$ cat src/rtl/time_dmr_end.sv
// Receiving end of a time-redundant DMR link. It captures copy 0, compares it with copy 1 and
// forwards one element on a match. On a mismatch or a timeout it drops the element and asks for a retry.
`timescale 1ns/1ps
module time_dmr_end #(
    parameter type         DataType    = logic,
    parameter int unsigned IDSize      = 1,
    parameter int unsigned LockTimeout = 4
) (
    input  logic              clk_i,
    input  logic              rst_ni,
    input  logic              enable_i,
    input  DataType           data_i,
    input  logic [IDSize-1:0] id_i,
    input  logic              valid_i,
    output logic              ready_o,
    output DataType           data_o,
    output logic              valid_o,
    input  logic              ready_i,
    output logic              needs_retry_o,
    output logic [IDSize-1:0] retry_id_o,
    output logic              fault_detected_o
);

    localparam int unsigned CntW = (LockTimeout > 1) ? $clog2(LockTimeout) : 1;

    typedef enum logic [1:0] {StIdle, StWaitCopy1, StOutput} state_e;

    state_e            state_q, state_d;
    DataType           copy0_data_q, copy0_data_d;
    logic [IDSize-1:0] copy0_id_q, copy0_id_d;
    DataType           out_data_q, out_data_d;
    logic [IDSize-1:0] last_id_q, last_id_d;
    logic              last_id_valid_q, last_id_valid_d;
    logic [CntW-1:0]   cnt_q, cnt_d;
    logic              retry_q, retry_d;
    logic [IDSize-1:0] retry_id_q, retry_id_d;
    logic              fault_q, fault_d;
    logic              in_ready;

    always_comb begin
        state_d         = state_q;
        copy0_data_d    = copy0_data_q;
        copy0_id_d      = copy0_id_q;
        out_data_d      = out_data_q;
        last_id_d       = last_id_q;
        last_id_valid_d = last_id_valid_q;
        cnt_d           = cnt_q;
        retry_d         = 1'b0;
        retry_id_d      = retry_id_q;
        fault_d         = 1'b0;
        in_ready        = 1'b0;

        unique case (state_q)
            StIdle: begin
                in_ready = 1'b1;
                // A copy carrying the ID that was just delivered is a leftover duplicate.
                if (valid_i && !(last_id_valid_q && (id_i == last_id_q))) begin
                    copy0_data_d = data_i;
                    copy0_id_d   = id_i;
                    cnt_d        = '0;
                    state_d      = StWaitCopy1;
                end
            end
            StWaitCopy1: begin
                in_ready = 1'b1;
                if (valid_i) begin
                    if (id_i == copy0_id_q) begin
                        if (data_i == copy0_data_q) begin
                            out_data_d      = data_i;
                            last_id_d       = id_i;
                            last_id_valid_d = 1'b1;
                            state_d         = StOutput;
                        end else begin
                            fault_d    = 1'b1;
                            retry_d    = 1'b1;
                            retry_id_d = id_i;
                            state_d    = StIdle;
                        end
                    end else begin
                        // The old element is lost. The new arrival becomes copy 0.
                        fault_d      = 1'b1;
                        retry_d      = 1'b1;
                        retry_id_d   = copy0_id_q;
                        copy0_data_d = data_i;
                        copy0_id_d   = id_i;
                        cnt_d        = '0;
                    end
                end else if (cnt_q == CntW'(LockTimeout - 1)) begin
                    fault_d    = 1'b1;
                    retry_d    = 1'b1;
                    retry_id_d = copy0_id_q;
                    state_d    = StIdle;
                end else begin
                    cnt_d = cnt_q + 1'b1;
                end
            end
            StOutput: begin
                if (ready_i) begin
                    state_d = StIdle;
                end
            end
            default: state_d = StIdle;
        endcase

        if (!enable_i) begin
            state_d         = StIdle;
            cnt_d           = '0;
            last_id_valid_d = 1'b0;
            retry_d         = 1'b0;
            retry_id_d      = retry_id_q;
            fault_d         = 1'b0;
        end
    end

    always_ff @(posedge clk_i or negedge rst_ni) begin
        if (!rst_ni) begin
            state_q         <= StIdle;
            copy0_data_q    <= '0;
            copy0_id_q      <= '0;
            out_data_q      <= '0;
            last_id_q       <= '0;
            last_id_valid_q <= 1'b0;
            cnt_q           <= '0;
            retry_q         <= 1'b0;
            retry_id_q      <= '0;
            fault_q         <= 1'b0;
        end else begin
            state_q         <= state_d;
            copy0_data_q    <= copy0_data_d;
            copy0_id_q      <= copy0_id_d;
            out_data_q      <= out_data_d;
            last_id_q       <= last_id_d;
            last_id_valid_q <= last_id_valid_d;
            cnt_q           <= cnt_d;
            retry_q         <= retry_d;
            retry_id_q      <= retry_id_d;
            fault_q         <= fault_d;
        end
    end

    assign ready_o          = enable_i ? in_ready : ready_i;
    assign valid_o          = enable_i ? (state_q == StOutput) : valid_i;
    assign data_o           = enable_i ? out_data_q : data_i;
    assign needs_retry_o    = retry_q;
    assign retry_id_o       = retry_id_q;
    assign fault_detected_o = fault_q;

endmodule

$ cat config.mk
export PLATFORM = sky130hd
export DESIGN_NAME = time_dmr_end
export DESIGN_NICKNAME = d
export VERILOG_FILES = /design/src/rtl/time_dmr_end.sv
export SDC_FILE = /design/constraint.sdc
export NUM_CORES = 1
export LEC_CHECK = 0
export BUFFER_PORTS_ARGS = -buffer_cell sky130_fd_sc_hd__buf_2
export CAP_MARGIN = 20
export CORE_AREA = 2 2 39 41
export CTS_CLUSTER_DIAMETER = 40
export DETAILED_ROUTE_END_ITERATION = 8
export DIE_AREA = 0 0 41 43
export PLACE_DENSITY = 0.74
export RECOVER_POWER = 25
export SLEW_MARGIN = 40
export SYNTH_ARGS = -nofsm -noshare
export SYNTH_HDL_FRONTEND = slang
export SYNTH_SLANG_ARGS = --single-unit
$ cat constraint.sdc
create_clock -name clk_i -period 3.15 [get_ports clk_i]
set_input_delay 0.63 -clock clk_i [delete_from_list [all_inputs] [get_ports clk_i]]
set_output_delay 0.63 -clock clk_i [all_outputs]
set_load 0.03 [all_outputs]
==> flow_metrics.tcl <==
set metrics [dict create \
    r2r_start "copy0_id_q" \
    grt_overflow 0 \
    cp-start-kind "primary input" \
    num-fill-cells 135 \
    ff_latch_area_sq_um 275 \
    multi_input_gate_area_in_the_final_layout_sq_um 322 \
    gpl.final_weighted_congestion 0.729 \
    critPathMaxFanout 11 \
    cts_num_sinks 11 \
    ys_warn_count 0 \
    grt_start_max_net_pins 12 \
    fin_nets 79 \
    critical_path_class "primary input to output pin" \
    worstPathRequired_ns 2.52 \
    num_rows 14 \
    fp.dieW_um 41 \
    flow.area_growth_from_synthesis_pct 13.7 \
    drt-initial-drc-count 5 \
    synth-seq-cells 11 \
    global_route_wire_length_before_repair_um 1710 \
    post-cts-setup-buffer-count 0 \
    path_delay_family "buffers and inverters" \
    routed-via-count 450 \
    route.detailed.drc 0 \
    post-layout-total-power_w 0.000399 \
    synth_area_leader_cell "dfrtp_1" \
    maxSlewHeadroom 0.620 \
    cp-end-kind "output pin" \
    routed_via_density 5.36 \
    placed_area_sq_um 692 \
    design.portCount 13 \
    antenna_violating_nets_left 0 \
    timing.critical_path.cells "buf_2, mux2_2, buf_2" \
    outcome "completed" \
    final-hold-violation-count 0 \
    ctsRootBufferMaster "clkbuf_4" \
    yosys.area.top_type_share 0.437 \
    gr-usage-all-layers 0.146 \
    layout-drive-gt1-share 0.397 \
    cts.path.max_buffers 2 \
    core_sq_um 1380 \
    synth_cell_type_count 27 \
    layout_worst_path_cycle_share 0.628 \
    numCtsBuffers 3 \
    dieArea_sq_um 1760 \
    cts_repair_resize_count 0 \
    cts_hold_buffers 0 \
    maxCapViolCount 0 \
    synth.yosys.seq_area_share 0.437 \
    synth_top_cells_by_area "dfrtp_1 44%, mux2_2 11%, ha_1 6.0%" \
    min_path_type "primary input to async pin" \
    crit_slowest_cell "mux2_2" \
    finalInstanceArea_sq_um 717 \
    clk_transition_reported_paths_ns 0.07 \
    finalSetupTns_ns 0 \
    dp_hpwl_um 789 \
    critical_path.n_buffers_inverters 2 \
    synthesis.nets 64 \
    clock_latency_on_the_worst_skew_pair_ns 0.27 \
    tritoncts "done" \
    setup_viol 0 \
    die_h_um 43 \
    max_freq_mhz 506 \
    grt_pass1_vias 415 \
    finalCriticalPeriod_ns 1.98 \
    avg_synthesized_cell_area_sq_um 11.7 \
    leakage_nw 0.342 \
    timing.critical_path.mode_cell "buf_2" \
    worstMarginPinSlew_ns 0.570 \
    synth.cell_area_sq_um 631 \
    numPortBuffers 12 \
    first_pass_drt_iterations 2 \
    crit_path_start "enable_i" \
    wl_per_cell_um 11.9 \
    antenna_cell_count 0 \
    vdd_ir_drop_max_v 0.000307 \
    wirelength_um 1000 \
    worst-endpoint-arrival_ns 1.35 \
    rsz0062_at_grt "false" \
    initial_core_util 0.456 \
    clock_tree.htree_level_count 1 \
    antenna_found_initial 0 \
    critical_path.max_stage_delay_ns 0.35 \
    max_slew_violations 0 \
    final.setup_skew_ns 0.00625 \
    power_density_nw_per_um2 557 \
    netlist_instances 54 \
]
sequential cells by signal, summed over array words and instances, names as in the netlist:
register,cells
out_data_q,1
copy0_id_q,1
cnt_q,2
last_id_valid_q,1
last_id_q,1
state_q,2
fault_detected_o,1
retry_id_o,1
copy0_data_q,1
layout make-up:
class | instances | share of cell area
clock buffer | 4 | 0.0366
inverter | 4 | 0.0209
multi-input combinational | 37 | 0.449
sequential | 11 | 0.384
tap | 16 | 0.0279
timing repair buffer | 12 | 0.0820
final timing paths:
path / to / slack [ns] / depth (start not counted)
worst max register to register: copy0_data_q / 1.35 / 4
worst max-delay path: data_o / 1.17 / 3
min in group clk_i: last_id_valid_q / 0.49 / 1
worst min register to register: last_id_valid_q / 0.49 / 1
max in group asynchronous: out_data_q / 2.46 / 1
worst min-delay path: fault_detected_o / 0.32 / 1
cell usage after synthesis:
cell type  count
a211oi_1       1
buf_6          1
o21a_1         2
a21oi_1        1
nor2_1         2
or3b_1         1
inv_1          4
and2b_2        1
and2_2         1
xor2_1         1
nor4b_2        1
or3_1          1
nand2_1        3
ha_1           3
mux2_2         6
or4_1          1
a21bo_2        1
o21ai_0        2
nor3b_1        1
and3b_2        1
mux2i_1        2
o221a_2        1
a221oi_2       1
dfrtp_1       11
nand3b_1       2
xnor2_1        1
buf_4          1
cell usage in the layout (no fill, tap or decap), drive strengths merged, types with 2 or more instances in the layout:
| cell type | instances |
|---|---|
| dfrtp | 11 |
| buf | 11 |
| mux2 | 6 |
| clkbuf | 5 |
| inv | 4 |
| nand2 | 3 |
| ha | 3 |
| mux2i | 2 |
| nand3b | 2 |
| o21ai | 2 |
| o21a | 2 |
| nor2 | 2 |
where the power goes:
group	leakage, nW	switching, W	internal, W
clock	0.0150	0.0000468	0.0000491
combinational	0.186	0.0000650	0.0000529
sequential	0.142	0.0000174	0.000168
total	0.342	0.000129	0.000270
layer usage:
layer,GRT usage,up-vias,part of all wire
li1,-,222,-
met1,0.177,214,0.45
met2,0.219,12,0.47
met3,0.0785,2,0.072
met4,0.0400,0,0.011
met5,0,-,0
cells by family after synthesis:
| family | Yosys count | synth area share |
|---|---|---|
| xor+xnor | 2 | 0.0278 |
| buf+inv | 6 | 0.0536 |
| compound gates | 9 | 0.117 |
| flops | 11 | 0.437 |
| simple gates | 15 | 0.167 |
| fa+ha+maj | 3 | 0.0595 |
| mux | 8 | 0.139 |
per-stage QoR:
stage | hold WS (ns) | utilization | setup slack, ns | instances
global placement | 0.479 | 0.500 | 0.971 | 80
finish | 0.317 | 0.518 | 1.17 | 84
floorplan | 0.334 | - | 1.09 | 54
global route | 0.366 | 0.518 | 1.13 | 84
detailed placement | 0.488 | 0.500 | 0.956 | 80
CTS | 0.216 | 0.519 | 1.17 | 84
worst register-to-register path: cells and delay by family (launching register included):
family          cells  cell delay [ns]
mux                 1             0.38
compound gates      2             0.57
fa+ha+maj           1             0.30
flops               1             0.42
No activity file was read; power rests on OpenSTA's default activity.
